[config.mk]
export PLATFORM = sky130hd
export DESIGN_NAME = if_pc_gen_flat
export DESIGN_NICKNAME = d
export VERILOG_FILES = /design/src/rtl/if_pc_gen_pkg.sv /design/src/rtl/if_pc_gen_if.sv /design/src/rtl/if_pc_gen_btb.sv /design/src/rtl/if_pc_gen.sv /design/src/flat_wrapper.sv
export SDC_FILE = /design/constraint.sdc
export NUM_CORES = 1
export LEC_CHECK = 0
export ABC_AREA = 0
export CAP_MARGIN = 0
export CORE_AREA = 2 2 79 81
export DETAILED_ROUTE_END_ITERATION = 10
export DIE_AREA = 0 0 81 83
export GPL_TIMING_DRIVEN = 0
export HOLD_SLACK_MARGIN = 0.03
export MAX_ROUTING_LAYER = met4
export PLACE_DENSITY = 0.84
export SYNTH_ARGS = -nofsm -noshare
export SYNTH_HDL_FRONTEND = slang
export SYNTH_HIERARCHICAL = 1
export SYNTH_SLANG_ARGS = --single-unit
[constraint.sdc]
create_clock -name clk -period 2.25 [get_ports clk]
set_input_delay 0.45 -clock clk [delete_from_list [all_inputs] [get_ports clk]]
set_output_delay 0.45 -clock clk [all_outputs]
set_load 0.005 [all_outputs]
[src/rtl/if_pc_gen_pkg.sv]
// -----------------------------------------------------------------------------
// if_pc_gen_pkg
// Shared widths, reset address, BTB geometry and helper functions for the
// instruction-fetch PC generator. The build-time macros PC_WIDTH, WORD_WIDTH
// and RESET_PC are defined here with defaults; the rest of the design uses
// the package localparams derived from them.
// Optional feature macro: IF_PC_GEN_BTB_EN (branch target buffer enable),
// consumed by if_pc_gen.sv.
// No ports (package).
// -----------------------------------------------------------------------------
`ifndef PC_WIDTH
`define PC_WIDTH 32
`endif
`ifndef WORD_WIDTH
`define WORD_WIDTH 32
`endif
`ifndef RESET_PC
`define RESET_PC 32'h0000_0000
`endif

package if_pc_gen_pkg;

  localparam int PC_WIDTH   = `PC_WIDTH;
  localparam int WORD_WIDTH = `WORD_WIDTH;
  localparam logic [PC_WIDTH-1:0] RESET_PC = PC_WIDTH'(`RESET_PC);

  // Direct-mapped BTB: index taken from word-address bits, tag is the rest.
  localparam int BTB_DEPTH   = 16;
  localparam int BTB_IDX_W   = 4;
  localparam int BTB_IDX_LSB = 2;
  localparam int BTB_TAG_LSB = BTB_IDX_LSB + BTB_IDX_W;
  localparam int BTB_TAG_W   = PC_WIDTH - BTB_TAG_LSB;

  typedef logic [1:0] ctr_t;
  localparam ctr_t CTR_WEAK_NT = 2'b01;  // reset value
  localparam ctr_t CTR_WEAK_T  = 2'b10;  // value on allocation

  // Fetch addresses are word aligned; any loaded address has [1:0] cleared.
  function automatic logic [PC_WIDTH-1:0] pc_align(input logic [PC_WIDTH-1:0] a);
    return {a[PC_WIDTH-1:2], 2'b00};
  endfunction

  // 2-bit saturating counter step.
  function automatic ctr_t ctr_step(input ctr_t c, input logic taken);
    ctr_t r;
    r = c;
    if (taken && c != 2'b11) r = c + 2'd1;
    else if (!taken && c != 2'b00) r = c - 2'd1;
    return r;
  endfunction

endpackage

[src/rtl/if_pc_gen_if.sv]
// -----------------------------------------------------------------------------
// if_pc_gen_if
// Bundles the pipeline-control, branch-resolution and fetch-output signals of
// if_pc_gen. The master side (pipeline/EX stage) drives control and branch
// resolution; the slave side (if_pc_gen) drives pc, predt_br_taken, if_flush.
//   cpu_en, pc_stall, ex_redirect, ex_redirect_pc,
//   ex_br_valid, ex_br_pc, ex_br_taken, ex_br_target   : master -> slave
//   pc, predt_br_taken, if_flush                       : slave -> master
// -----------------------------------------------------------------------------
interface if_pc_gen_if;
  import if_pc_gen_pkg::*;

  logic                cpu_en;
  logic                pc_stall;
  logic                ex_redirect;
  logic [PC_WIDTH-1:0] ex_redirect_pc;
  logic                ex_br_valid;
  logic [PC_WIDTH-1:0] ex_br_pc;
  logic                ex_br_taken;
  logic [PC_WIDTH-1:0] ex_br_target;
  logic [PC_WIDTH-1:0] pc;
  logic                predt_br_taken;
  logic                if_flush;

  modport master (
    output cpu_en, pc_stall, ex_redirect, ex_redirect_pc,
           ex_br_valid, ex_br_pc, ex_br_taken, ex_br_target,
    input  pc, predt_br_taken, if_flush
  );

  modport slave (
    input  cpu_en, pc_stall, ex_redirect, ex_redirect_pc,
           ex_br_valid, ex_br_pc, ex_br_taken, ex_br_target,
    output pc, predt_br_taken, if_flush
  );
endinterface

[src/rtl/if_pc_gen_btb.sv]
// -----------------------------------------------------------------------------
// if_btb
// 16-entry direct-mapped branch target buffer with 2-bit saturating counters.
// Lookup is combinational on lkp_pc_i; update is registered on the clock
// edge, so a lookup of an entry being updated sees its pre-update contents.
// Ports:
//   clk, rst_n       clock / asynchronous active-low reset
//   lkp_pc_i         fetch address to look up
//   lkp_taken_o      hit && counter MSB
//   lkp_target_o     stored target of the indexed entry
//   upd_en_i         resolved branch present (already qualified by cpu_en)
//   upd_pc_i         address of the resolved branch
//   upd_taken_i      actual direction
//   upd_target_i     actual taken target
// -----------------------------------------------------------------------------
module if_btb
  import if_pc_gen_pkg::*;
(
  input  logic                clk,
  input  logic                rst_n,
  input  logic [PC_WIDTH-1:0] lkp_pc_i,
  output logic                lkp_taken_o,
  output logic [PC_WIDTH-1:0] lkp_target_o,
  input  logic                upd_en_i,
  input  logic [PC_WIDTH-1:0] upd_pc_i,
  input  logic                upd_taken_i,
  input  logic [PC_WIDTH-1:0] upd_target_i
);

  logic                 valid_q  [BTB_DEPTH];
  logic [BTB_TAG_W-1:0] tag_q    [BTB_DEPTH];
  logic [PC_WIDTH-1:0]  target_q [BTB_DEPTH];
  ctr_t                 ctr_q    [BTB_DEPTH];

  logic [BTB_IDX_W-1:0] lkp_idx;
  logic [BTB_TAG_W-1:0] lkp_tag;
  logic [BTB_IDX_W-1:0] upd_idx;
  logic [BTB_TAG_W-1:0] upd_tag;
  logic                 lkp_hit;
  logic                 upd_hit;
  ctr_t                 upd_ctr_d;

  assign lkp_idx = lkp_pc_i[BTB_TAG_LSB-1:BTB_IDX_LSB];
  assign lkp_tag = lkp_pc_i[PC_WIDTH-1:BTB_TAG_LSB];
  assign upd_idx = upd_pc_i[BTB_TAG_LSB-1:BTB_IDX_LSB];
  assign upd_tag = upd_pc_i[PC_WIDTH-1:BTB_TAG_LSB];

  assign lkp_hit      = valid_q[lkp_idx] && (tag_q[lkp_idx] == lkp_tag);
  assign lkp_taken_o  = lkp_hit && ctr_q[lkp_idx][1];
  assign lkp_target_o = target_q[lkp_idx];

  assign upd_hit   = valid_q[upd_idx] && (tag_q[upd_idx] == upd_tag);
  assign upd_ctr_d = upd_hit ? ctr_step(ctr_q[upd_idx], upd_taken_i) : CTR_WEAK_T;

  // One register set per entry; only the indexed entry reacts to an update.
  // A not-taken miss leaves everything untouched (no allocation).
  generate
    for (genvar gi = 0; gi < BTB_DEPTH; gi++) begin : g_entry
      always_ff @(posedge clk or negedge rst_n) begin
        if (!rst_n) begin
          valid_q[gi]  <= 1'b0;
          tag_q[gi]    <= '0;
          target_q[gi] <= '0;
          ctr_q[gi]    <= CTR_WEAK_NT;
        end else if (upd_en_i && (upd_idx == BTB_IDX_W'(gi)) && (upd_hit || upd_taken_i)) begin
          ctr_q[gi] <= upd_ctr_d;
          if (upd_taken_i) begin
            valid_q[gi]  <= 1'b1;
            tag_q[gi]    <= upd_tag;
            target_q[gi] <= upd_target_i;
          end
        end
      end
    end
  endgenerate

endmodule

[src/rtl/if_pc_gen.sv]
// -----------------------------------------------------------------------------
// if_pc_gen
// Fetch-address generator. Holds the pc register and selects the next fetch
// address with priority: cpu_en low (hold) > EX redirect > stall (hold) >
// predicted-taken BTB target > pc + 4. if_flush mirrors ex_redirect.
// Optional feature macro IF_PC_GEN_BTB_EN: when defined an if_btb predictor
// is instantiated; when undefined predt_br_taken is 0, ex_br_* are ignored
// and sequential fetch is always pc + 4.
// Ports:
//   clk    pipeline clock, rising edge
//   rst_n  asynchronous active-low reset (pc <- RESET_PC, BTB cleared)
//   bus    if_pc_gen_if.slave (control, branch resolution, pc outputs)
// -----------------------------------------------------------------------------
module if_pc_gen
  import if_pc_gen_pkg::*;
(
  input  logic        clk,
  input  logic        rst_n,
  if_pc_gen_if.slave  bus
);

  logic [PC_WIDTH-1:0] pc_q;
  logic [PC_WIDTH-1:0] pc_d;
  logic [PC_WIDTH-1:0] pc_seq;
  logic                predt_taken;

`ifdef IF_PC_GEN_BTB_EN
  logic [PC_WIDTH-1:0] btb_target;

  if_btb u_btb (
    .clk          (clk),
    .rst_n        (rst_n),
    .lkp_pc_i     (pc_q),
    .lkp_taken_o  (predt_taken),
    .lkp_target_o (btb_target),
    .upd_en_i     (bus.cpu_en && bus.ex_br_valid),
    .upd_pc_i     (bus.ex_br_pc),
    .upd_taken_i  (bus.ex_br_taken),
    .upd_target_i (bus.ex_br_target)
  );

  assign pc_seq = predt_taken ? pc_align(btb_target) : pc_q + PC_WIDTH'(4);
`else
  assign predt_taken = 1'b0;
  assign pc_seq      = pc_q + PC_WIDTH'(4);
`endif

  // A redirect outranks a stall: the stalled instruction is on the wrong path.
  always_comb begin
    pc_d = pc_q;
    if (!bus.cpu_en) begin
      pc_d = pc_q;
    end else if (bus.ex_redirect) begin
      pc_d = pc_align(bus.ex_redirect_pc);
    end else if (bus.pc_stall) begin
      pc_d = pc_q;
    end else begin
      pc_d = pc_seq;
    end
  end

  always_ff @(posedge clk or negedge rst_n) begin
    if (!rst_n) pc_q <= pc_align(RESET_PC);
    else        pc_q <= pc_d;
  end

  assign bus.pc             = pc_q;
  assign bus.predt_br_taken = predt_taken;
  assign bus.if_flush       = bus.ex_redirect;

endmodule

[src/flat_wrapper.sv]
// flat-port wrapper written by rule: the top's interface ports become plain ports
module if_pc_gen_flat import if_pc_gen_pkg::*;
  (clk, rst_n, bus_cpu_en, bus_pc_stall, bus_ex_redirect, bus_ex_redirect_pc, bus_ex_br_valid, bus_ex_br_pc, bus_ex_br_taken, bus_ex_br_target, bus_pc, bus_predt_br_taken, bus_if_flush);
  if_pc_gen_if bus_i ();
  input  logic clk;
  input  logic rst_n;
  input wire logic [$bits(bus_i.cpu_en)-1:0] bus_cpu_en;
  input wire logic [$bits(bus_i.pc_stall)-1:0] bus_pc_stall;
  input wire logic [$bits(bus_i.ex_redirect)-1:0] bus_ex_redirect;
  input wire logic [$bits(bus_i.ex_redirect_pc)-1:0] bus_ex_redirect_pc;
  input wire logic [$bits(bus_i.ex_br_valid)-1:0] bus_ex_br_valid;
  input wire logic [$bits(bus_i.ex_br_pc)-1:0] bus_ex_br_pc;
  input wire logic [$bits(bus_i.ex_br_taken)-1:0] bus_ex_br_taken;
  input wire logic [$bits(bus_i.ex_br_target)-1:0] bus_ex_br_target;
  output wire logic [$bits(bus_i.pc)-1:0] bus_pc;
  output wire logic [$bits(bus_i.predt_br_taken)-1:0] bus_predt_br_taken;
  output wire logic [$bits(bus_i.if_flush)-1:0] bus_if_flush;
  assign bus_i.cpu_en = bus_cpu_en;
  assign bus_i.pc_stall = bus_pc_stall;
  assign bus_i.ex_redirect = bus_ex_redirect;
  assign bus_i.ex_redirect_pc = bus_ex_redirect_pc;
  assign bus_i.ex_br_valid = bus_ex_br_valid;
  assign bus_i.ex_br_pc = bus_ex_br_pc;
  assign bus_i.ex_br_taken = bus_ex_br_taken;
  assign bus_i.ex_br_target = bus_ex_br_target;
  assign bus_pc = bus_i.pc;
  assign bus_predt_br_taken = bus_i.predt_br_taken;
  assign bus_if_flush = bus_i.if_flush;
  if_pc_gen u_core (.clk(clk), .rst_n(rst_n), .bus(bus_i));
endmodule
### After elaboration in Yosys (flattened, before gate mapping)

Cells that the tools add are included.

* logic and storage cells: 6
* register bits after elaboration: 32
* input bits: 103

* equality and inequality tests: 1
* add/sub/neg operators: 1
* muxes and demuxes: 2
* reduce and logical (&&, ||, !) cells: 1

Operators with widths (count)
* $mux 32: 2
* $add 32x3->32 const B: 1
* $ne 2x1->1 const B: 1
* $reduce_and 2->1: 1

### Depth between registers and ports, before layout

Gate-level depths: netlist (run 1).

* depth in word-level cells: 3
* depth in mapped cells: 7
* depth with buffers taken out: 6

### Least setup slack after synthesis (run 1)

OpenSTA, ideal clock, no wires.

* path type: input to register
* start: input port bus_ex_redirect
* end: register u_core.pc_q[14] (netlist: u_core/bus.pc[14])
* setup time: 0.137 ns
* data required time: 2.113 ns
* cell stages on the path: 6
* arrival time: 1.544 ns
* slack: 0.569 ns
* buffers on the path: 3
* cell sequence: bufbuf_16 > clkinv_1 > a21boi_0 > buf_2 > buf_1 > a21oi_1

* longest elaborated chain between the ends: 2
* elaborated cells between the ends (all ways): 3

RTL lines
* start: declaration: line flat_wrapper.sv:9 `input wire logic [$bits(bus_i.ex_redirect)-1:0] bus_ex_redirect;`
* $ne 2x1->1 (no line)
* $reduce_and 2->1 (no line)
* end signal: assignment: line if_pc_gen.sv:63 `if (!rst_n) pc_q <= pc_align(RESET_PC);`
* end signal: assignment: line if_pc_gen.sv:64 `else pc_q <= pc_d;`
* end: declaration: line if_pc_gen.sv:22 `logic [PC_WIDTH-1:0] pc_q;`

Several ways; a longest one is shown, not always the timed one.
A chain may end at the register's enable or synchronous reset.

### Worst setup path in the final report (run 1)

* start: input port bus_pc_stall
* end: register u_core.pc_q[12] (netlist: u_core/bus.pc[12])

* longest elaborated chain between the ends: 2

RTL lines
* start: declaration: line flat_wrapper.sv:8 `input wire logic [$bits(bus_i.pc_stall)-1:0] bus_pc_stall;`
* $ne 2x1->1 (no line)
* $reduce_and 2->1 (no line)

Every way passes these cells.

==> flow_metrics.tcl, run 1 <==
set metrics [dict create \
    synth_top_cell_by_area "dfrtp_1" \
    status "finished, final reports clean" \
    path_buf_inv 3 \
    core_area_mm2 0.005816 \
    crit_fanout 10 \
    worst_pin_slew_ns 0.7072 \
    synth_top_family_by_area "compound AO/OA/AOI/OAI gates" \
    ys_top_cells_by_area "dfrtp_1 (37%), a21oi_1 (6.6%), o21ai_0 (4.9%), nand2_1 (4.2%), o22ai_1 (4.0%)" \
    async_flop_share_pct 100.0 \
    max_freq_mhz 477.1 \
    antenna_found_initial 0 \
    cts_resized 0 \
    firstDrtPassIters 5 \
    synth_edf_count 0 \
    rows 28 \
    drc 0 \
    synth_compound_area_share_pct 27.50 \
    routed_via_density 5.889 \
    cts_buffers 5 \
    gp_congestion 0.9425 \
    place_ws_ns -0.06644 \
    drive_gt1_share_pct 9.063 \
    portBuffers 63 \
    initial_core_util_pct 35.28 \
    worstSkewPairLatency_ns 0.29 \
    pin_count 137 \
    synth_fa_ha_area_share_pct 0.6098 \
    synth_ff_type "dfrtp_1" \
    finClkSkew_ns 0.003784 \
    synth-xor-area-share_pct 0 \
    layout_common_cells "clkdlybuf4s50_1 (62), dfrtp_1 (30), a21oi_1 (27), nand2_1 (23)" \
    arrival_ns 2.24 \
    grt_setup_unrepaired "false" \
    power_leakage_uw 0.001131 \
    slew_headroom_pct 52.85 \
    syn_inst 247 \
    die_x_um 81 \
    synth_seq_cells 30 \
    globalRouteOverflowTotal 0 \
    final_common_cell "clkdlybuf4s50_1" \
    hold_viol 0 \
    setup_violations 0 \
    cts_buffer_depth 2 \
    cts_root_buf "clkbuf_8" \
    ant_nets 0 \
    ctsHoldBuffers 0 \
    slew_violations 0 \
    htree_levels 2 \
    grt_first_pass_wirelength_um 11140 \
    max_cap_viol_count 0 \
    synthMuxAreaShare_pct 2.500 \
    worst-endpoint-required_ns 2.39 \
    timing.critical_path.cells "clkdlybuf4s50_1 -> inv_1 -> o21ai_1 -> clkbuf_1 -> nor2_1 -> a2bb2oi_1" \
    synth_top_cell_area_share_pct 36.59 \
    antenna_cells 0 \
    grt_pass1_vias 2309 \
    syn_to_final_growth_pct 39.88 \
    yosys.cell_types.count 50 \
    grtUsageTotal_pct 21.72 \
    seq_area_frac_synth_pct 36.59 \
    wl_per_cell_um 17.10 \
    clkTransAtPathRegs_ns 0.06 \
    finalNetCount 423 \
    cts_tree "built" \
    drt_iter0_markers 329 \
    syn_area_per_cell_um2 8.308 \
    endpoint_kind "flop" \
    fp.dieArea_mm2 0.006723 \
    cts_setup_buffers 0 \
    p_per_area_mw_per_mm2 620.2 \
    setup-tns-final_ns 0 \
    synth_simple_gate_area_share_pct 24.39 \
    wirelength_um 6755 \
    hold_class "in2async" \
    slowest_delay_ns 0.53 \
    peakVddDrop_mv 0.2618 \
    largest_reg_flops 30 \
    slowest_stage "clkdlybuf4s50_1" \
    vias 2326 \
    cts_sinks 30 \
    hpwlAfterDp_um 4759 \
    yosysWarnings 6 \
    nFillCells 585 \
    grt_max_degree 31 \
    die_h_um 83 \
    startpoint_type "input pin" \
    syn_area_mm2 0.002052 \
    period_minus_slack_ns 2.096 \
    timing.final.crit_share_pct 93.16 \
    fin_ws_ns 0.1540 \
    path_delay_family "buffers and inverters" \
    path_class "in2reg" \
]
==> report_power, final <==
part           internal [uW]  switching [uW]
registers                625             136
logic                    315             241
clock network            247             216
total                   1190             594
==> cell families (layout without fill, tap and decap cells) <==
kind of cell             count (synthesis)  in the layout
AO/OA/AOI/OAI                           89             89
adder cells (fa/ha/maj)                  1              1
buffers and inverters                   30            101
flip-flops                              30             30
multiplexers                             5              5
other                                    1              3
AND/OR/NAND/NOR                         91             91
==> routing by layer <==
metal / track usage (%) / wire [um] / up-vias
met3: 5.326 / 743 / 22
met2: 31.71 / 3049 / 150
met5: - / 0 / -
met4: 9.399 / 180 / 0
li1: - / - / 1075
met1: 28.42 / 2782 / 1079
==> per-stage QoR <==
stage	instance area, um2	instances	hold WS [ns]	power (uW)	util [%]
floorplan	2059	249	0.1544	991.4	-
global placement	2784	387	0.5416	1300	47.87
detailed placement	2779	387	0.5343	1316	47.78
CTS	2870	395	0.2226	1784	49.35
global route	2870	395	0.2494	1883	49.35
finish	2870	395	0.2084	1780	49.35
==> Yosys cell counts (2+ instances only) <==
| cell type | number |
|---|---|
| nor2_1 | 20 |
| inv_1 | 10 |
| nor4_1 | 6 |
| a41o_1 | 3 |
| nand3_1 | 13 |
| and3_1 | 6 |
| buf_4 | 4 |
| a2bb2oi_1 | 3 |
| o22ai_1 | 13 |
| buf_2 | 4 |
| o21ai_0 | 20 |
| a211oi_1 | 2 |
| mux2i_1 | 4 |
| nor3_1 | 7 |
| a21oi_1 | 27 |
| o22a_1 | 2 |
| clkbuf_1 | 8 |
| dfrtp_1 | 30 |
| a32oi_1 | 4 |
| nand4_1 | 5 |
| nand2_1 | 23 |
| a311oi_1 | 4 |
| o31ai_1 | 2 |
==> area by class of cell <==
class / count / area (um2) / area share, %
Multi-Input combinational cell: 189 / 1140 / 39.71
Tap cell: 75 / 93.84 / 3.269
Sequential cell: 30 / 750.7 / 26.16
Inverter: 11 / 41.29 / 1.439
Clock buffer: 7 / 86.33 / 3.008
Buffer: 19 / 127.6 / 4.446
Clock inverter: 1 / 5.005 / 0.1744
Timing Repair Buffer: 63 / 625.6 / 21.80
==> worst register-to-register path: stages, from the launching register on <==
cell and delay [ns]:
dfrtp_1 0.47, nand3_1 0.24, nor3_1 0.63, and4_2 0.32, nor3_1 0.05, a311oi_1 0.20
==> worst paths after layout <==
check,cells past startpoint,end,start,slack [ns]
worst max register to register,5,u_core/bus.pc[23],u_core/bus.pc[7],0.25
worst min-delay path,1,u_core/bus.pc[16],rst_n,0.21
max in group asynchronous,1,u_core/bus.pc[28],rst_n,1.59
min in group clk,3,u_core/bus.pc[24],bus_cpu_en,0.54
worst min register to register,2,u_core/bus.pc[14],u_core/bus.pc[14],0.56
worst max-delay path,6,u_core/bus.pc[12],bus_pc_stall,0.15
Power figures use the tool's default switching activity.
==> inputs of run 2 (changes only) <==
Settings changed: GPL_ROUTABILITY_DRIVEN from default to 1.
==> results of run 2 <==
Same layout as run 1: the final DEF is identical, and so are final timing and power.
